===== src/rtl/fsm_mem_init_gen.sv =====
// Memory-initialisation sequencer: writes DEPTH pattern words to addresses 0..DEPTH-1 with an optional gap.
// Optional abort input is enabled by defining FSM_MEM_INIT_ABORT_EN.
module fsm_mem_init_gen #(
    parameter int ADDR_W = 8,
    parameter int DATA_W = 8,
    parameter int DEPTH  = 256,
    parameter int WR_GAP = 0
) (
    input  logic              CLOCK_50,
    input  logic              rst,
`ifdef FSM_MEM_INIT_ABORT_EN
    input  logic              abort,
`endif
    input  logic              In_Start,
    input  logic [1:0]        mode,
    input  logic [DATA_W-1:0] fill_value,
    output logic [ADDR_W-1:0] Address,
    output logic [DATA_W-1:0] Data,
    output logic              wren,
    output logic              busy,
    output logic              Init_Finish
);

    localparam int GAP_W = (WR_GAP > 1) ? $clog2(WR_GAP + 1) : 1;
    localparam logic [ADDR_W-1:0] LAST = ADDR_W'(DEPTH - 1);

    typedef enum logic [1:0] {S_IDLE, S_WRITE, S_GAP, S_DONE} state_t;

    state_t            state, state_n;
    logic [ADDR_W-1:0] addr_n;
    logic [DATA_W-1:0] data_n;
    logic [GAP_W-1:0]  gap_cnt, gap_n;
    logic [1:0]        mode_q, mode_n;
    logic [DATA_W-1:0] fill_q, fill_n;
    logic              wren_n, busy_n, fin_n;
    logic              abort_i;

`ifdef FSM_MEM_INIT_ABORT_EN
    assign abort_i = abort;
`else
    assign abort_i = 1'b0;
`endif

    function automatic logic [DATA_W-1:0] pattern(input logic [1:0] m,
                                                  input logic [DATA_W-1:0] f,
                                                  input logic [ADDR_W-1:0] a);
        logic [31:0]       a32;
        logic [DATA_W-1:0] a_d;
        a32 = 32'(a);
        a_d = DATA_W'(a32);
        case (m)
            2'b00:   pattern = a_d;
            2'b01:   pattern = f;
            2'b10:   pattern = DATA_W'(32'(DEPTH - 1) - a32);
            default: pattern = a_d ^ f;
        endcase
    endfunction

    always_comb begin
        state_n = state;
        addr_n  = Address;
        data_n  = Data;
        gap_n   = gap_cnt;
        mode_n  = mode_q;
        fill_n  = fill_q;
        wren_n  = 1'b0;
        case (state)
            S_IDLE: begin
                if (In_Start) begin
                    // first word uses the live inputs; the latched copies take over afterwards
                    mode_n  = mode;
                    fill_n  = fill_value;
                    addr_n  = '0;
                    data_n  = pattern(mode, fill_value, '0);
                    wren_n  = 1'b1;
                    state_n = S_WRITE;
                end
            end
            S_WRITE: begin
                if (abort_i) begin
                    state_n = S_IDLE;
                end else if (Address == LAST) begin
                    state_n = S_DONE;
                end else if (WR_GAP == 0) begin
                    addr_n = Address + 1'b1;
                    data_n = pattern(mode_q, fill_q, addr_n);
                    wren_n = 1'b1;
                end else begin
                    gap_n   = GAP_W'(WR_GAP);
                    state_n = S_GAP;
                end
            end
            S_GAP: begin
                if (abort_i) begin
                    state_n = S_IDLE;
                end else if (gap_cnt == GAP_W'(1)) begin
                    addr_n  = Address + 1'b1;
                    data_n  = pattern(mode_q, fill_q, addr_n);
                    wren_n  = 1'b1;
                    state_n = S_WRITE;
                end else begin
                    gap_n = gap_cnt - 1'b1;
                end
            end
            S_DONE: begin
                if (!In_Start) state_n = S_IDLE;
            end
            default: state_n = S_IDLE;
        endcase
        busy_n = (state_n == S_WRITE) || (state_n == S_GAP);
        fin_n  = (state_n == S_DONE);
    end

    always_ff @(posedge CLOCK_50 or posedge rst) begin
        if (rst) begin
            state       <= S_IDLE;
            Address     <= '0;
            Data        <= '0;
            wren        <= 1'b0;
            busy        <= 1'b0;
            Init_Finish <= 1'b0;
            gap_cnt     <= '0;
            mode_q      <= '0;
            fill_q      <= '0;
        end else begin
            state       <= state_n;
            Address     <= addr_n;
            Data        <= data_n;
            wren        <= wren_n;
            busy        <= busy_n;
            Init_Finish <= fin_n;
            gap_cnt     <= gap_n;
            mode_q      <= mode_n;
            fill_q      <= fill_n;
        end
    end

endmodule


===== config.mk =====
export PLATFORM = sky130hd
export DESIGN_NAME = fsm_mem_init_gen
export DESIGN_NICKNAME = d
export VERILOG_FILES = /design/src/rtl/fsm_mem_init_gen.sv
export SDC_FILE = /design/constraint.sdc
export NUM_CORES = 1
export LEC_CHECK = 0
export CAP_MARGIN = 20
export CORE_MARGIN = 10
export CORE_UTILIZATION = 40
export DETAILED_ROUTE_END_ITERATION = 10
export PLACE_DENSITY_LB_ADDON = 0.1
export SKIP_CTS_REPAIR_TIMING = 1
export SYNTH_ARGS = -nofsm -noshare
export SYNTH_HDL_FRONTEND = slang
export SYNTH_SLANG_ARGS = --single-unit

===== constraint.sdc =====
create_clock -name CLOCK_50 -period 1.8 [get_ports CLOCK_50]
set_input_delay 0.27 -clock CLOCK_50 [delete_from_list [all_inputs] [get_ports CLOCK_50]]
set_output_delay 0.27 -clock CLOCK_50 [all_outputs]
set_load 0.03 [all_outputs]

==> impl_results.md <==
* Status: completed
* Number of global-route vias before repair at 1,744
* Layout Area Growth over Synthesis at 37.9%
* Final WS setup at 25.3 ps
* Share of layout cells above drive strength 1 at 25.0%
* Commonest register cell after synthesis: dfrtp_1
* Sw frac at 22.9%
* TritonCTS clock tree: done
* Most common cell in the netlist: dfrtp_1
* Non-filler cells, final at 318
* Detail Placement HPWL at 3660 µm
* CTS Sinks at 32
* Lkg Pwr at 1.24 nW
* Dpl cells at 303
* Core box area at 4690 µm²
* Seq cells post-synth at 32
* Reg power frac at 52.6%
* CTS buffer count at 5
* Register area share after synthesis at 41.9%
* Final Slew Violations at 0
* # diodes at 0
* Port Buffers at 31
* Final Critical Period at 1770 ps
* Maximum clock rate at 563 MHz
* RSZ-0062 raised after global routing: true
* CTS clk-pin slew, worst paths at 70 ps
* Reg2reg setup slack at 70 ps
* Ys Warns at 0
* CP bufs+invs at 2
* Worst slack at placement at -31.3 ps
* First-pass GRT wire length at 8360 µm
* CP endpoint kind: primary output
* NetSw at 0.313 mW
* Die W at 89.1 µm
* Die height at 89.1 µm
* Crit path depth at 2
* Cell Chain, Critical Path: buf_4 -> clkdlybuf4s50_1
* WL final at 5170 µm
* Vias/cell at 5.51
* Synthesized cell area at 1910 µm²
* Vias at 1,751
* Post-synth top area share at 41.9%
* Synth Area per Inst at 9.33 µm²
* Layout net count at 282
* Worst EP arrival at 1500 ps
* Setup TNS at 0 ps
* CP max FO at 5
* Crit path max-delay family: buffers and inverters
* VDD IR-drop max at 0.426 mV
* R2R cell count at 7
* Largest net degree at the start of global routing at 33
* Number of flops mapped to enable cells by yosys at 0
* Rows at 25
* Total track usage at 13.6%
* ANT nets after route at 0
* Synth Instances at 205
* DRC at 0
* GRT Residual Overflow at 0
* Slowest library cell on the worst path: clkdlybuf4s50_1
* Initial Util at 40.7%
* Initial antenna violation count at 0
* Distinct cells, synth at 47
* Final period util at 98.6%
* Worst Setup Start Kind: register
* Synth area leader: dfrtp_1
* H-tree lvl count at 2
* Design Power at 1.37 mW
* Design area at 2640 µm²
* Clock Latency Late Sink at 290 ps
* Number of I/O pins at 32
* Worst rel slew slack at 71.1%
* Commonest cells post-synth: 32 x dfrtp_1, 22 x nor2_1, 19 x a21oi_1
* FILL cells at 431
* Max incr delay on CP at 670 ps
* Placer congestion estimate at 0.815
* Final Hold Viols at 0
* Max Cap Viol at 0
* Die ar. at 7950 µm²
* Critical path data required time at 1530 ps
* Setup Skew at 4.95 ps
* Routed len/inst at 16.3 µm
* Pre-antenna DRT Iters at 4
* Kind of critical path: reg -> out
* Power Dens Cells at 519 nW/µm²
* Final core occ at 56.2%
* CTS root buffer: clkbuf_8
* P_int at 1.05 mW
* Worst slew pin tran at 434 ps
* Syn nets at 224
* WHS at 378 ps
* Hold Crit Class: in -> async
* Largest cells by area after synthesis: dfrtp_1 42%, mux2_2 5.9%, a21oi_1 5.0%
* Asr flop ratio synth at 100%
* Endpoints failing setup at 0
* Clock power share at 43.0%
* Maximum root-to-sink buffer count at 2
* Placed instance area at 2450 µm²
* Comb pwr share at 4.4%
* Drt initial violations at 116
area by class of cell:
| class | count | area (µm²) | share of cell area [%] |
|---|---|---|---|
| clock buffer | 6 | 82.6 | 3.13 |
| sequential | 32 | 806 | 30.6 |
| timing repair buffer | 61 | 553 | 21.0 |
| multi-input combinational | 157 | 1090 | 41.5 |
| inverter | 6 | 22.5 | 0.854 |
| tap | 54 | 67.6 | 2.56 |
| clock inverter | 2 | 10.0 | 0.380 |
power by group through the flow:
stage / Sequential, mW / Combinational [mW] / Clock (mW)
finish: 0.719 / 0.0607 / 0.588
global route: 0.718 / 0.0685 / 0.627
CTS: 0.718 / 0.0621 / 0.605
detailed placement: 0.732 / 0.0619 / 0
global placement: 0.732 / 0.0619 / 0
floorplan: 0.732 / 0.0194 / 0
flip-flops by register name, indices dropped and copies added, names as in the netlist:
register     cells
mode_q           2
gap_cnt          1
fill_q           8
Data             8
wren             1
Init_Finish      1
state            2
busy             1
Address          8
tightest hold or removal path: cells and delay by family:
family,cells,cell delay [ps]
buffers and inverters,3,830
per-layer routing:
metal | track usage, % | part of all wire, %
met1 | 17.9 | 47
met2 | 21.0 | 46
met3 | 4.10 | 6.2
met4 | 3.61 | 0.81
met5 | 0 | 0
kinds of logic after synthesis:
family          count (synthesis)  share of synthesized area [%]
xor+xnor                        9                           5.56
fa+ha+maj                       6                           3.93
mux                            10                           5.89
buf+inv                        16                           3.53
simple gates                   70                           18.2
flops                          32                           41.9
compound gates                 62                           21.0
worst paths after layout:
path	endpoint	start
min in group CLOCK_50	Data[0]	Data[0]
min	busy	rst
max	Address[1]	Address[1]
max in group asynchronous	Address[4]	rst
min reg2reg	Data[0]	Data[0]
max reg2reg	busy	Address[1]
cells in the final DEF (no fill, tap or decap), drive strengths merged, types with 4 or more instances in the layout:
cell type	n
nand3	5
a21oi	19
nor2	22
o21ai	14
inv	5
xnor2	4
clkdlybuf4s50	29
a211oi	5
ha	6
nand2	17
clkbuf	6
dfrtp	32
buf	30
mux2	10
Power figures use the tool's default switching activity.
